### src/rtl/var_delay_line.sv
// var_delay_line: runtime-configurable delay line with valid tracking.
// Depth 0 passes a/in_valid straight through to b/out_valid.
//
// Ports:
//   clk, rst   rising-edge clock, async active-high reset
//   en         advance enable (0 holds every stage)
//   a/in_valid data in and its qualifier
//   flush      clear all stage valids (highest priority after rst)
//   load       take depth_in (clamped to MAX_DEPTH) as the active depth
//   depth_in   requested delay in cycles
//   b/out_valid delayed data and its qualifier
//   empty      no valid entry inside the active window
//   depth      active delay
//   cfg_err    sticky flag: a load asked for more than MAX_DEPTH
module var_delay_line #(
    parameter int WIDTH         = 4,
    parameter int MAX_DEPTH     = 8,
    parameter int DEFAULT_DEPTH = 3,
    localparam int DEPTH_W      = $clog2(MAX_DEPTH + 1)
) (
    input  logic               clk,
    input  logic               rst,
    input  logic               en,
    input  logic [WIDTH-1:0]   a,
    input  logic               in_valid,
    input  logic               flush,
    input  logic               load,
    input  logic [DEPTH_W-1:0] depth_in,
    output logic [WIDTH-1:0]   b,
    output logic               out_valid,
    output logic               empty,
    output logic [DEPTH_W-1:0] depth,
    output logic               cfg_err
);

    localparam logic [DEPTH_W-1:0] MAX_D = DEPTH_W'(MAX_DEPTH);
    localparam logic [DEPTH_W-1:0] DEF_D = DEPTH_W'(DEFAULT_DEPTH);

    logic [WIDTH-1:0]     d [MAX_DEPTH];
    logic [MAX_DEPTH-1:0] v;
    logic [DEPTH_W-1:0]   depth_q;
    logic                 over;
    logic                 any_v;

    assign over  = (depth_in > MAX_D);
    assign depth = depth_q;

    always_ff @(posedge clk or posedge rst) begin
        if (rst) begin
            for (int i = 0; i < MAX_DEPTH; i++) begin
                d[i] <= '0;
            end
            v       <= '0;
            depth_q <= DEF_D;
            cfg_err <= 1'b0;
        end else if (flush) begin
            v <= '0;
        end else if (load) begin
            // A reload always starts from an empty window, even
            // when the depth does not change.
            depth_q <= over ? MAX_D : depth_in;
            v       <= '0;
            if (over) begin
                cfg_err <= 1'b1;
            end
        end else if (en) begin
            // Every stage shifts; the tap below picks the output.
            d[0] <= a;
            v[0] <= in_valid;
            for (int i = 1; i < MAX_DEPTH; i++) begin
                d[i] <= d[i-1];
                v[i] <= v[i-1];
            end
        end
    end

    always_comb begin
        b         = '0;
        out_valid = 1'b0;
        any_v     = 1'b0;
        for (int i = 0; i < MAX_DEPTH; i++) begin
            if (depth_q == DEPTH_W'(i + 1)) begin
                b         = d[i];
                out_valid = v[i];
            end
            if (DEPTH_W'(i) < depth_q) begin
                any_v = any_v | v[i];
            end
        end
        empty = ~any_v;
        if (depth_q == '0) begin
            b         = a;
            out_valid = in_valid;
            empty     = 1'b1;
        end
    end

endmodule

### config.mk
export PLATFORM = sky130hd
export DESIGN_NAME = var_delay_line
export DESIGN_NICKNAME = d
export VERILOG_FILES = /design/src/rtl/var_delay_line.sv
export SDC_FILE = /design/constraint.sdc
export NUM_CORES = 1
export LEC_CHECK = 0
export BUFFER_PORTS_ARGS = -buffer_cell sky130_fd_sc_hd__buf_2
export CAP_MARGIN = 20
export CORE_MARGIN = 2
export CORE_UTILIZATION = 62
export DETAILED_ROUTE_END_ITERATION = 10
export GPL_ROUTABILITY_DRIVEN = 0
export PLACE_DENSITY = 0.84
export SETUP_SLACK_MARGIN = 0.2
export SYNTH_ARGS = -nofsm -noshare
export SYNTH_HDL_FRONTEND = slang
export SYNTH_SLANG_ARGS = --single-unit
### constraint.sdc
create_clock -name clk -period 4.12 [get_ports clk]
set_input_delay 0.618 -clock clk [delete_from_list [all_inputs] [get_ports clk]]
set_output_delay 0.618 -clock clk [all_outputs]
set_load 0.005 [all_outputs]
## After elaboration in Yosys (flattened, before gate mapping)

Cells that the tools add are included.
Widths: inputs -> output; s select.

| operators by class | value |
|---|---|
| add/sub/neg operators | 0 |
| bitwise operators | 10 |
| reduce and logical (&&, ||, !) cells | 5 |
| equality and inequality tests | 8 |
| muxes and demuxes | 31 |
| shift operators | 0 |
| $mul | 0 |
| divide/modulo/power cells | 0 |
| order comparisons | 9 |

Operators by type and width:

| cell | count |
|---|---|
| $mux 4 | 10 |
| $mux 8 | 3 |
| $mux 1 | 18 |
| $eq 4x3->1 const B | 4 |
| $lt 3x4->1 const A | 4 |
| $eq 4x2->1 const B | 2 |
| $lt 1x4->1 const A | 2 |
| $lt 2x4->1 const A | 2 |
| $or 1x1->1 | 7 |
| $reduce_and 3->1 | 2 |
| $eq 4x1->1 const B | 1 |
| $eq 4x4->1 const B | 1 |
| $gt 4x4->1 const B | 1 |
| $logic_not 4->1 | 1 |
| $not 1->1 | 3 |
| $reduce_bool 3->1 | 1 |
| $reduce_and 2->1 | 1 |

| storage, ports and cells | value |
|---|---|
| RAM bits | 0 |
| output and inout port bits | 11 |
| bits in read-only memories | 0 |
| memories | 0 |
| latch bits | 0 |
| word-level logic and storage cells | 74 |
| flip-flop bits (word level) | 45 |

## Logic depth before layout (Yosys ltp)

| logic depth | value |
|---|---|
| depth after elaboration | 18 |
| mapped depth | 6 |
| mapped depth without buffers | 4 |

## Least setup slack after synthesis

No wires, ideal clock.

| timing path | value |
|---|---|
| path type | register -> output |
| start point | register depth_q[0], in the netlist depth[0] |
| end point | output port b[3] |
| cell stages (with the launch flop) | 6 |
| setup slack | 2.175 ns |
| data required time | 3.502 ns |
| buffers on the path | 2 |
| data arrival time | 1.327 ns |
| cell sequence | dfstp_2 > buf_4 > buf_4 > o221ai_1 > o21a_1 > o221ai_1 |

| on the way | value |
|---|---|
| longest elaborated chain between the ends | 10 |

Ends and longest elaborated chain:

| what | line | text |
|---|---|---|
| from (decl) | 41 | `logic [DEPTH_W-1:0] depth_q;` |
| from (signal assigned) | 61 | `depth_q <= over ? MAX_D : depth_in;` |
| $eq 4x1->1 | 82 | `if (depth_q == DEPTH_W'(i + 1)) begin` |
| $mux 4 (8 in a row) | 82 |  |
| $mux 4 * | 91 | `if (depth_q == '0) begin` |
| to (decl) | 29 | `output logic [WIDTH-1:0] b,` |

Every way passes the cells marked *; elsewhere a longest branch is shown, timed or not.

## Worst setup path in the final report

| timing path | value |
|---|---|
| start point | register depth_q[0], in the netlist depth[0] |
| end point | output port b[2] |

The elaborated chain is that of the path after synthesis.

==> run_results.csv <==
group,metric,value,unit
logic_synthesis,synth_edf_count,0,
clock_tree,path_clk_slew,0.08,ns
global_route,grt_first_pass_wirelength,7.67,mm
global_route,grt_usage,23.8,%
timing,whs,0.446,ns
timing,maxSlewViolCount,0,
final_layout,design_area,0.00250,mm^2
critical_path,crit_arrival,2.23,ns
drt,drt_drc_violations_left,0,
clock_tree,clock_sinks,45,
clock_tree,ctsResizeCount,0,
timing,max_slew.worst_pin.slew,0.880,ns
logic_synthesis,ys_types,37,
floorplanning,die-area,0.00428,mm^2
final_layout,finalNonFillerCells,271,
timing,setup-tns-final,0,ns
clock_tree,ctsHoldBuffers,0,
final_layout,diodes,0,
logic_synthesis,netlist_instances,204,
timing,layout_min_cycle_time,2.85,ns
final_layout,drive_above_1_share,17.5,%
logic_synthesis,async_flop_share,100,%
drt,wl_per_cell,16.6,um
floorplanning,die_w,65.4,um
logic_synthesis,yosysSeqAreaShare,48.2,%
timing,max_freq,351,MHz
power_and_ir_drop,p_leak,1.12,nW
logic_synthesis,yosysWarnings,0,
clock_tree,root_buffer,"clkbuf_8",
logic_synthesis,syn_nets,218,
timing,maxSlewHeadroom,41.0,%
clock_tree,cts_tree,"yes",
critical_path,cp_max_fo,32,
floorplanning,die_h,65.4,um
drt,num_vias,1665,
placed_design,io_buffers,24,
floorplanning,rows,22,
global_route,antenna_found_initial,0,
clock_tree,post_cts_buffers,0,
clock_tree,worst_skew_pair.late_latency,0.30,ns
clock_tree,clk_path_buf_depth,2,
drt,firstDrtPassIters,4,
timing,final-hold-violation-count,0,
power_and_ir_drop,peakVddDrop,283,uV
logic_synthesis,synthFlopType,"dfrtp_1",
placed_design,placed_area,0.00241,mm^2
min_path,hold_class,"primary input to asynchronous set/reset pin",
drt,vias_per_cell,6.14,
power_and_ir_drop,power_density,502,mW/mm^2
critical_path,start_kind,"flip-flop",
floorplanning,pin_count,25,
outcome,status,"complete, no violations",
logic_synthesis,syn_avg_cell_area,11.5,um^2
floorplanning,initial_core_util,64.4,%
timing,rsz0062_at_grt,"no",
clock_tree,htree_levels,2,
placed_design,hpwl,3.11,mm
placed_design,dp_cells,263,
final_layout,num-fill-cells,305,
timing,setup_violations,0,
drt,postRouteAntennaNets,0,
floorplanning,design.core.area,0.00363,mm^2
final_layout,layout.nets,236,
global_route,grt_pass1_vias,1571,
logic_synthesis,synth_area,0.00234,mm^2
critical_path,worstPathRequired,3.50,ns
critical_path,path_class,"flip-flop to output pin",
global_route,grt_start_max_net_pins,46,
final_layout,area_growth,7.06,%
clock_tree,cts_buffers,5,
logic_synthesis,ys_ff_latch,45,
drt,finalWirelength,4.49,mm
timing,skew,0.00472,ns
global_route,overflow,0,
critical_path,cp-end-kind,"output pin",
flow_run,drv_cap,0,
drt,drtIter0Drc,171,
critical_path,rr_worst_depth,2,
timing,post-route-period-util,69.2,%
[state kept, by name (all words and copies together) (netlist names)]
signal   cells
d           32
v            8
depth        4
cfg_err      1
[Yosys cell counts (2+ instances only)]
library cell | n | area, um^2
mux2_1 | 32 | 360
o21ai_0 | 6 | 30.0
buf_2 | 3 | 15.0
o22ai_1 | 5 | 31.3
a2bb2oi_1 | 4 | 35.0
nor3_1 | 2 | 10.0
a22oi_1 | 4 | 30.0
buf_4 | 5 | 37.5
nor3_2 | 2 | 20.0
o22a_1 | 4 | 35.0
dfrtp_1 | 43 | 1080
dfstp_2 | 2 | 52.6
a21oi_1 | 12 | 60.1
nand2_1 | 8 | 30.0
buf_6 | 5 | 56.3
nand2b_1 | 11 | 68.8
a211o_1 | 2 | 17.5
nand3_1 | 6 | 30.0
nor2_1 | 13 | 48.8
o221ai_1 | 10 | 87.6
mux2i_1 | 8 | 80.1
and2_1 | 2 | 12.5
[stage by stage]
| step | worst slack, ns | utilization, % | power [mW] |
|---|---|---|---|
| floorplan | 2.17 | - | 0.903 |
| global placement | 1.65 | 66.5 | 0.973 |
| detailed placement | 1.64 | 66.5 | 0.996 |
| CTS | 1.29 | 68.9 | 1.27 |
| global route | 1.03 | 68.9 | 1.34 |
| finish | 1.27 | 68.9 | 1.26 |
[cells by family (layout without fill, tap and decap cells)]
kind of cell / after synthesis / in the layout / synth area share (%)
AO/OA/AOI/OAI: 52 / 52 / 15.7
flip-flops: 45 / 45 / 48.2
AND/OR/NAND/NOR: 51 / 51 / 12.1
multiplexers: 40 / 40 / 18.8
buffers and inverters: 16 / 35 / 5.13
[cell type report]
class	instances	area, um^2	area share, %
clock buffers	8	90.1	3.60
inverters	2	7.51	0.300
multi-input cells	143	1090	43.6
flip-flops and latches	45	1130	45.1
well taps	48	60.1	2.40
repair buffers	25	128	5.09
[cell usage in the layout (no fill, tap or decap), types with 2 or more instances in the layout]
cell type  count
nor3_2         2
nand2_1        8
mux2_1        32
nor3_1         2
clkbuf_1       2
o22a_1         4
a2bb2oi_1      4
a22oi_1        4
o22ai_1        5
a21oi_1       12
a211o_1        2
dfstp_2        2
nand2b_1      11
nand3_1        6
clkbuf_8       6
and2_1         2
nor2_1        13
dfrtp_1       43
o21ai_0        6
mux2i_1        8
buf_2         24
o221ai_1      10
[power by group]
group          internal, mW  total [mW]  switching, mW
Sequential            0.579       0.711          0.131
Combinational         0.155       0.274          0.119
Clock                 0.137       0.273          0.136
[per-layer routing]
metal	routed length (um)	vias up	global-route usage [%]
li1	-	792	-
met1	2070	826	33.6
met2	2150	38	36.1
met3	188	9	4.79
met4	82	0	9.90
met5	0	-	0
[final timing paths]
path	startpoint	to	slack [ns]
setup / recovery	depth[0]	b[2]	1.27
hold / removal	rst	d[24]	0.45
setup reg to reg	depth[0]	depth[0]	3.04
hold reg to reg	cfg_err	cfg_err	0.51
max in group asynchronous	rst	depth[1]	3.29
min in group clk	cfg_err	cfg_err	0.51
[worst max-delay path, cell delays in order, from the launching register on]
cell and delay, ns:
dfstp_2 0.84, nor2b_1 0.37, a2bb2oi_1 0.11, o22a_1 0.20
o221ai_1 0.25, buf_2 0.17
Note: power is estimated with default switching activity, not from simulation.
